==> src/rtl/mips_loader_pkg.sv <==
// Shared types and constants for the MIPS program loader: FSM states, checksum seed
// and the checksum accumulation step.
package mips_loader_pkg;

  typedef enum logic [2:0] {HDR, DATA, CSUM, FILL, RUN, ERR} ldr_state_t;

  localparam logic [7:0] CSUM_INIT      = 8'h00;
  localparam int         BYTES_PER_WORD = 4;

  function automatic logic [7:0] csum_step(input logic [7:0] acc, input logic [7:0] b);
    return acc ^ b;
  endfunction

endpackage

==> src/rtl/mips_word_assembler.sv <==
// Collects four stream bytes into one 32-bit instruction word, in either byte order.
// word/word_valid are presented in the same cycle the 4th byte is accepted.
module mips_word_assembler
  import mips_loader_pkg::*;
#(
  parameter bit BIG_ENDIAN = 1'b1
) (
  input  logic        clk,
  input  logic        rst,
  input  logic        clear,
  input  logic        byte_en,
  input  logic [7:0]  byte_in,
  output logic [31:0] word,
  output logic        word_valid
);

  localparam logic [1:0] LAST_BYTE = 2'(BYTES_PER_WORD - 1);

  logic [1:0]  cnt_r;
  logic [23:0] sr_r;

  // byte counter and holding register for the first three bytes of a word
  always_ff @(posedge clk) begin
    if (!rst || clear) begin
      cnt_r <= 2'd0;
      sr_r  <= 24'd0;
    end else if (byte_en) begin
      cnt_r <= cnt_r + 2'd1;
      if (BIG_ENDIAN) begin
        sr_r <= {sr_r[15:0], byte_in};
      end else begin
        sr_r <= {byte_in, sr_r[23:8]};
      end
    end else begin
      cnt_r <= cnt_r;
      sr_r  <= sr_r;
    end
  end

  // completed word includes the byte arriving this cycle
  always_comb begin
    word_valid = byte_en && (cnt_r == LAST_BYTE);
    if (BIG_ENDIAN) begin
      word = {sr_r, byte_in};
    end else begin
      word = {byte_in, sr_r};
    end
  end

endmodule

==> src/rtl/mips_prog_loader.sv <==
// Boot loader: receives [N][4N bytes][CSUM], writes instruction memory, zero-fills the
// rest and releases the core only after the image checksum verifies.
module mips_prog_loader
  import mips_loader_pkg::*;
#(
  parameter int BITS       = 32,
  parameter int WORDS      = 16,
  parameter int ADDR_W     = 4,
  parameter bit BIG_ENDIAN = 1'b1
) (
  input  logic              clk,
  input  logic              rst,
  input  logic              rx_valid,
  input  logic [7:0]        rx_data,
  output logic              rx_ready,
  input  logic              start,
  output logic              imem_we,
  output logic [ADDR_W-1:0] imem_waddr,
  output logic [BITS-1:0]   imem_wdata,
  output logic              core_hold,
  output logic              done,
  output logic              err
);

  localparam logic [ADDR_W:0] LAST_IDX  = (ADDR_W + 1)'(WORDS - 1);
  localparam logic [ADDR_W:0] FULL_IDX  = (ADDR_W + 1)'(WORDS);
  localparam logic [7:0]      MAX_WORDS = 8'(WORDS);

  ldr_state_t      state_r;
  logic [ADDR_W:0] idx_r;
  logic [ADDR_W:0] n_r;
  logic [7:0]      csum_r;
  logic            take_s;
  logic            word_valid_s;
  logic [31:0]     word_s;

  // byte acceptance is a decode of the state, gated off while reset is asserted
  always_comb begin
    case (state_r)
      HDR, DATA, CSUM: rx_ready = rst;
      default:         rx_ready = 1'b0;
    endcase
    take_s = rx_valid && rx_ready;
  end

  mips_word_assembler #(.BIG_ENDIAN(BIG_ENDIAN)) u_asm (
    .clk       (clk),
    .rst       (rst),
    .clear     (state_r == HDR),
    .byte_en   (take_s && (state_r == DATA)),
    .byte_in   (rx_data),
    .word      (word_s),
    .word_valid(word_valid_s)
  );

  // loader FSM with registered memory-write and status outputs
  always_ff @(posedge clk) begin
    if (!rst) begin
      state_r    <= HDR;
      idx_r      <= '0;
      n_r        <= '0;
      csum_r     <= CSUM_INIT;
      imem_we    <= 1'b0;
      imem_waddr <= '0;
      imem_wdata <= '0;
      core_hold  <= 1'b1;
      done       <= 1'b0;
      err        <= 1'b0;
    end else begin
      imem_we <= 1'b0;
      case (state_r)
        HDR: begin
          if (take_s) begin
            csum_r <= csum_step(CSUM_INIT, rx_data);
            if ((rx_data >= 8'd1) && (rx_data <= MAX_WORDS)) begin
              n_r     <= rx_data[ADDR_W:0];
              idx_r   <= '0;
              state_r <= DATA;
            end else begin
              err     <= 1'b1;
              state_r <= ERR;
            end
          end
        end
        DATA: begin
          if (take_s) begin
            csum_r <= csum_step(csum_r, rx_data);
            if (word_valid_s) begin
              imem_we    <= 1'b1;
              imem_waddr <= idx_r[ADDR_W-1:0];
              imem_wdata <= BITS'(word_s);
              idx_r      <= idx_r + 1'b1;
              if ((idx_r + 1'b1) == n_r) begin
                state_r <= CSUM;
              end
            end
          end
        end
        CSUM: begin
          if (take_s) begin
            if (rx_data != csum_r) begin
              err     <= 1'b1;
              state_r <= ERR;
            end else if (n_r == FULL_IDX) begin
              core_hold <= 1'b0;
              done      <= 1'b1;
              state_r   <= RUN;
            end else begin
              idx_r   <= n_r;
              state_r <= FILL;
            end
          end
        end
        FILL: begin
          imem_we    <= 1'b1;
          imem_waddr <= idx_r[ADDR_W-1:0];
          imem_wdata <= '0;
          idx_r      <= idx_r + 1'b1;
          if (idx_r == LAST_IDX) begin
            core_hold <= 1'b0;
            done      <= 1'b1;
            state_r   <= RUN;
          end
        end
        RUN: begin
          if (start) begin
            core_hold <= 1'b1;
            done      <= 1'b0;
            state_r   <= HDR;
          end
        end
        ERR: begin
          if (start) begin
            err     <= 1'b0;
            state_r <= HDR;
          end
        end
        default: begin
          core_hold <= 1'b1;
          done      <= 1'b0;
          err       <= 1'b1;
          state_r   <= ERR;
        end
      endcase
    end
  end

endmodule
==> config.mk <==
export PLATFORM = sky130hd
export DESIGN_NAME = mips_prog_loader
export DESIGN_NICKNAME = d
export VERILOG_FILES = /design/src/rtl/mips_loader_pkg.sv /design/src/rtl/mips_word_assembler.sv /design/src/rtl/mips_prog_loader.sv
export SDC_FILE = /design/constraint.sdc
export NUM_CORES = 1
export LEC_CHECK = 0
export ABC_AREA = 1
export CORE_ASPECT_RATIO = 1.4
export CORE_MARGIN = 1
export CORE_UTILIZATION = 25
export DETAILED_ROUTE_END_ITERATION = 12
export GPL_ROUTABILITY_DRIVEN = 0
export PLACE_DENSITY = 0.5
export SYNTH_ARGS = -nofsm -noshare
export SYNTH_HDL_FRONTEND = slang
export SYNTH_SLANG_ARGS = --single-unit
==> constraint.sdc <==
create_clock -name clk -period 2.7 [get_ports clk]
set_input_delay 0.54 -clock clk [delete_from_list [all_inputs] [get_ports clk]]
set_output_delay 0.54 -clock clk [all_outputs]
set_load 0.005 [all_outputs]
==> flow_summary.yaml, run 1 <==
run_status:
  outcome: "finished clean"
global_routing:
  grt_pass1_wl_mm: 17.1
  grt_pass1_vias: 3541
  grt_antenna_before_repair: 0
  track_usage_pct: 13.9
  grt_overflow_total: 0
  grt_max_degree: 41
synth:
  synth_nets: 553
  syn_area_sq_um: 3810
  synth-main-ff-cell: "dfxtp_1"
  synthArstFlopShare_pct: 0
  yosys.area.top_type: "dfxtp_1"
  netlist_instances: 538
  yosys-top-cells-area: "dfxtp_1, nand2_1, a21oi_1"
  yosysSeqAreaShare_pct: 45.7
  yosysTopAreaCellShare_pct: 45.7
  synth_mux_area_share_pct: 0
  yosysUniqueCellTypes: 27
  synth_compound_area_share_pct: 16.5
  synth_top_family_by_area: "simple AND/OR/NAND/NOR gates"
  synth_edf_count: 0
  avgSynthCellArea_sq_um: 7.08
  synth-xor-area-share_pct: 0.230
  synth_adder_area_share_pct: 0.986
  yosysWarningCount: 0
  synth_simple_gate_area_share_pct: 29.0
  synth_seq_cells: 87
routing:
  drt_iter0_markers: 133
  wl_per_cell_um: 13.3
  drcViolationCount: 0
  firstDrtPassIters: 4
  viasPerCell: 4.67
  drt.antenna.violating_nets: 0
  drt_wl_total_mm: 10.4
  vias: 3640
min_path:
  hold_path.startpoint: "imem_wdata[26]"
  hold_path_depth: 2
  hp-class: "reg2reg"
  min_to: "imem_wdata[26]"
setup_path:
  rr_worst_depth: 14
  r2r_start: "idx_r[0]"
  worst_ep_arrival_time_ps: 1720
  rr_endpoint: "state_r[1]"
  worst-r2r-setup-slack_ps: 620
  cp-end-kind: "output port"
  cp-start-kind: "primary input"
  cp_max_fo: 4
  critPathKind: "in2out"
  worstPathRequired_ps: 2160
layout:
  syn2layout_area_growth_pct: 27.6
  final_common_cell: "nand2_1"
  drive_gt1_share_pct: 5.61
  insertedDiodeCount: 0
  nets: 599
  utilization_pct: 32.6
  fin_cells: 780
  final_cell_mix: "nand2_1, dfxtp_1, a21oi_1"
  design_area_sq_um: 4860
placement:
  dp.cells: 765
  dpl.hpwl_mm: 7.45
  post-place-ws_ps: 112
  placedInstanceArea_sq_um: 4550
  portBuffers: 52
run:
  cap_violations: 0
sta:
  clock_skew_ps: 4.02
  slew_headroom_pct: 61.8
  max_freq_mhz: 442
  tightest_slew_ps: 571
  finalCritPeriodShare_pct: 83.9
  fin_crit_ps: 2260
  setup_viol: 0
  rsz0062_at_grt: "false"
  setup_slack_ps: 436
  holdWs_ps: 464
  tns_ps: 0
  hold_viol_final: 0
  final_max_slew_viol_count: 0
floorplan:
  ioPinCount: 53
  die_width_um: 106
  die_area_sq_um: 15700
  num_rows: 53
  die_y_um: 148
  start_util_pct: 25.5
  core_sq_um: 14900
cts:
  path_clk_slew_ps: 60
  hold_buffers: 0
  htreeDepth: 3
  cts_tree: "done"
  cts_setup_buffers: 0
  cts_buffers: 9
  cts.sinks: 87
  clk_path_buf_depth: 2
  root_buffer: "clkbuf_16"
  cts_resized: 0
  clk-insertion-delay-late_ps: 330
pwr:
  irDropWorstVdd_uv: 319
  p_leak_nw: 1.79
  power_frac_seq_pct: 38.2
  swShare_pct: 34.3
  p_int_mw: 2.60
  power.share.clock_pct: 33.3
  switchingPower_mw: 1.36
  p_per_area_nw_per_um2: 816
  power_mw: 3.97
  pwr-share-comb_pct: 28.5
-- layer usage --
metal	share of wire, %	vias up	GRT usage (%)
met5	0	-	0
met4	2.6	0	5.90
met3	3.8	22	3.09
met2	51	85	24.8
met1	42	1670	15.6
li1	-	1863	-
-- worst max-delay path by stage --
stage | slack [ps] | endpoint | cells after the start | start
2_1_floorplan | 970 | rx_ready | 4 | rst
3_3_place_gp | 150 | idx_r[4] | 11 | rx_data[1]
3_5_place_dp | 110 | idx_r[1] | 11 | rx_data[0]
4_1_cts | 430 | rx_ready | 4 | rst
5_1_grt | 240 | idx_r[1] | 11 | rx_data[1]
6_report | 440 | rx_ready | 4 | rst
-- power by group through the flow --
stage          clock, mW  sequential, mW  combinational [mW]
5_1_grt             1.41            1.53                1.29
3_5_place_dp           0            1.54                1.12
6_report            1.32            1.51                1.13
3_3_place_gp           0            1.54                1.11
2_1_floorplan          0            1.50               0.820
4_1_cts             1.35            1.51                1.13
-- kinds of logic (layout without fill, tap and decap cells) --
family / after synthesis / after routing
and+or+nand+nor: 264 / 264
xor gates and xnor gates: 1 / 1
DFF: 87 / 87
AOI/OAI and AO/OA: 109 / 109
buffers and inverters: 74 / 124
adders and majority gates: 3 / 3
-- Yosys cell counts (2+ instances only) --
library cell / instances
inv_1: 42
nor3_1: 5
nor2_4: 2
nand2_1: 144
nand4_1: 6
a211oi_1: 24
nor2_1: 54
clkbuf_1: 19
buf_2: 7
nand3_1: 50
o21ai_0: 10
dfxtp_1: 87
a21oi_1: 64
ha_1: 3
inv_2: 4
o22ai_1: 3
o21ai_1: 4
-- worst max-delay path: stages --
cell	delay, ps
clkdlybuf4s50_1	540
nand3_1	100
inv_1	60
clkdlybuf4s50_1	490
-- sequential cells by signal, indices dropped and copies added, names as in the netlist --
signal,count
u_asm.sr_r,24
done,1
n_r,5
idx_r,5
csum_r,8
u_asm.cnt_r,2
state_r,3
imem_wdata,32
imem_waddr,4
err,1
core_hold,1
imem_we,1
-- cell type report --
class	count	area, sq um
repair buffers	62	608
multi-input cells	377	1780
clock inverters	5	83.8
flip-flops and latches	87	1740
clock buffers	10	229
inverters	47	176
fillers	1612	10100
well taps	192	240
No activity file was read; power rests on OpenSTA's default activity.
==> inputs of run 2 (changes only) <==
==> constraint.sdc (replaced) <==
create_clock -name clk -period 2.2 [get_ports clk]
set_input_delay 0.44 -clock clk [delete_from_list [all_inputs] [get_ports clk]]
set_output_delay 0.44 -clock clk [all_outputs]
set_load 0.005 [all_outputs]
==> flow_summary.yaml, run 2 (synthesis gave the netlist of run 1 again) <==
cts:
  clk_path_buf_depth: 2
  clk-insertion-delay-late_ps: 340
  root_buffer: "clkbuf_16"
  cts_tree: "done"
  hold_buffers: 0
  cts.sinks: 87
  path_clk_slew_ps: 70
  cts_buffers: 9
  htreeDepth: 3
sta:
  clock_skew_ps: 7.34
  rsz0062_at_grt: "false"
  max_freq_mhz: 488
  setup_viol: 0
  final_max_slew_viol_count: 0
  fin_crit_ps: 2050
  hold_viol_final: 0
  tightest_slew_ps: 546
  slew_headroom_pct: 63.5
  setup_slack_ps: 152
  finalCritPeriodShare_pct: 93.1
setup_path:
  rr_worst_depth: 14
  worst-r2r-setup-slack_ps: 240
  cp-start-kind: "primary input"
  critPathKind: "in2out"
  cp-end-kind: "output port"
  worst_ep_arrival_time_ps: 1610
  worstPathRequired_ps: 1760
  cp_max_fo: 4
  rr_endpoint: "state_r[1]"
  r2r_start: "idx_r[0]"
placement:
  post-place-ws_ps: -115
  dpl.hpwl_mm: 7.57
  portBuffers: 52
  placedInstanceArea_sq_um: 4740
layout:
  design_area_sq_um: 5030
  regMostFlops: "imem_wdata"
  fill_cells: 1610
  nets: 625
  final_cell_mix: "nand2_1, dfxtp_1, a21oi_1"
  insertedDiodeCount: 0
  final_common_cell: "nand2_1"
  reg_top3: "imem_wdata x32, u_asm.sr_r x24, csum_r x8"
  drive_gt1_share_pct: 10.4
  largest_register_ffs: 32
  syn2layout_area_growth_pct: 32.1
pwr:
  p_per_area_nw_per_um2: 945
  power_mw: 4.75
  p_leak_nw: 1.91
  irDropWorstVdd_uv: 433
min_path:
  hold_path.startpoint: "imem_wdata[31]"
  min_to: "imem_wdata[31]"
  hp-class: "reg2reg"
  hold_path_depth: 2
floorplan:
  start_util_pct: 25.5
  die_y_um: 148
  num_rows: 53
  core_sq_um: 14900
  die_area_sq_um: 15700
  die_width_um: 106
  ioPinCount: 53
routing:
  drt_iter0_markers: 173
  viasPerCell: 4.52
  vias: 3645
  drcViolationCount: 0
  wl_per_cell_um: 12.7
  firstDrtPassIters: 6
  drt_wl_total_mm: 10.3
  drt.antenna.violating_nets: 0
global_routing:
  grt_pass1_vias: 3535
  grt_antenna_before_repair: 0
  grt_overflow_total: 0
  grt_pass1_wl_mm: 17.3
  track_usage_pct: 13.8
  grt_max_degree: 40
run:
  cap_violations: 0
run_status:
  outcome: "finished clean"
[run 2: power by group]
group	total, mW	internal [mW]	switching [mW]
Combinational	1.45	0.549	0.897
Clock	1.45	0.784	0.663
Sequential	1.86	1.73	0.135
Total	4.75	3.06	1.70
[run 2: final cells by class]
type / instances / area, sq um / area share (%)
Inverter: 47 / 176 / 3.51
Clock buffer: 10 / 229 / 4.55
Clock inverter: 6 / 52.6 / 1.04
Sequential cell: 87 / 1740 / 34.7
Multi-Input combinational cell: 377 / 1780 / 35.5
Tap cell: 192 / 240 / 4.78
Timing Repair Buffer: 88 / 803 / 16.0
[run 2: critical path, stage by stage]
cell and delay [ps]:
clkdlybuf4s50_1 530, nand3_1 90, inv_1 60, clkdlybuf4s50_1 490
[run 2: worst max path at each step]
stage | startpoint | end | slack (ps) | depth (start not counted)
after detailed placement | rx_data[7] | idx_r[1] | -110 | 11
after CTS | idx_r[0] | state_r[1] | 110 | 14
after global routing | rx_data[4] | idx_r[0] | 20 | 12
final | rst | rx_ready | 150 | 4
after global placement | rx_data[3] | idx_r[1] | -80 | 11
after floorplan | idx_r[0] | state_r[1] | 470 | 14
[run 2: layer usage]
metal	GRT usage [%]	routed length, um	vias to the layer above
met5	0	0	-
met1	15.9	4430	1657
met4	4.72	186	0
met2	25.3	5370	60
li1	-	-	1913
met3	2.51	282	15
[run 2: timing repair]
action                                  CTS  global route
setup buffers                             0             0
endpoints found under the setup margin    0             8
resized for setup                         0             4
[run 2: metrics by stage]
stage | hold WS, ps | util [%] | TNS [ps] | std cells
finish | 465 | 33.7 | 0 | 807
global route | 487 | 33.7 | 0 | 807
CTS | 465 | 33.7 | 0 | 807
detailed placement | 456 | 31.8 | -1060 | 791
global placement | 450 | 31.8 | -477 | 791
floorplan | 442 | - | 0 | 538
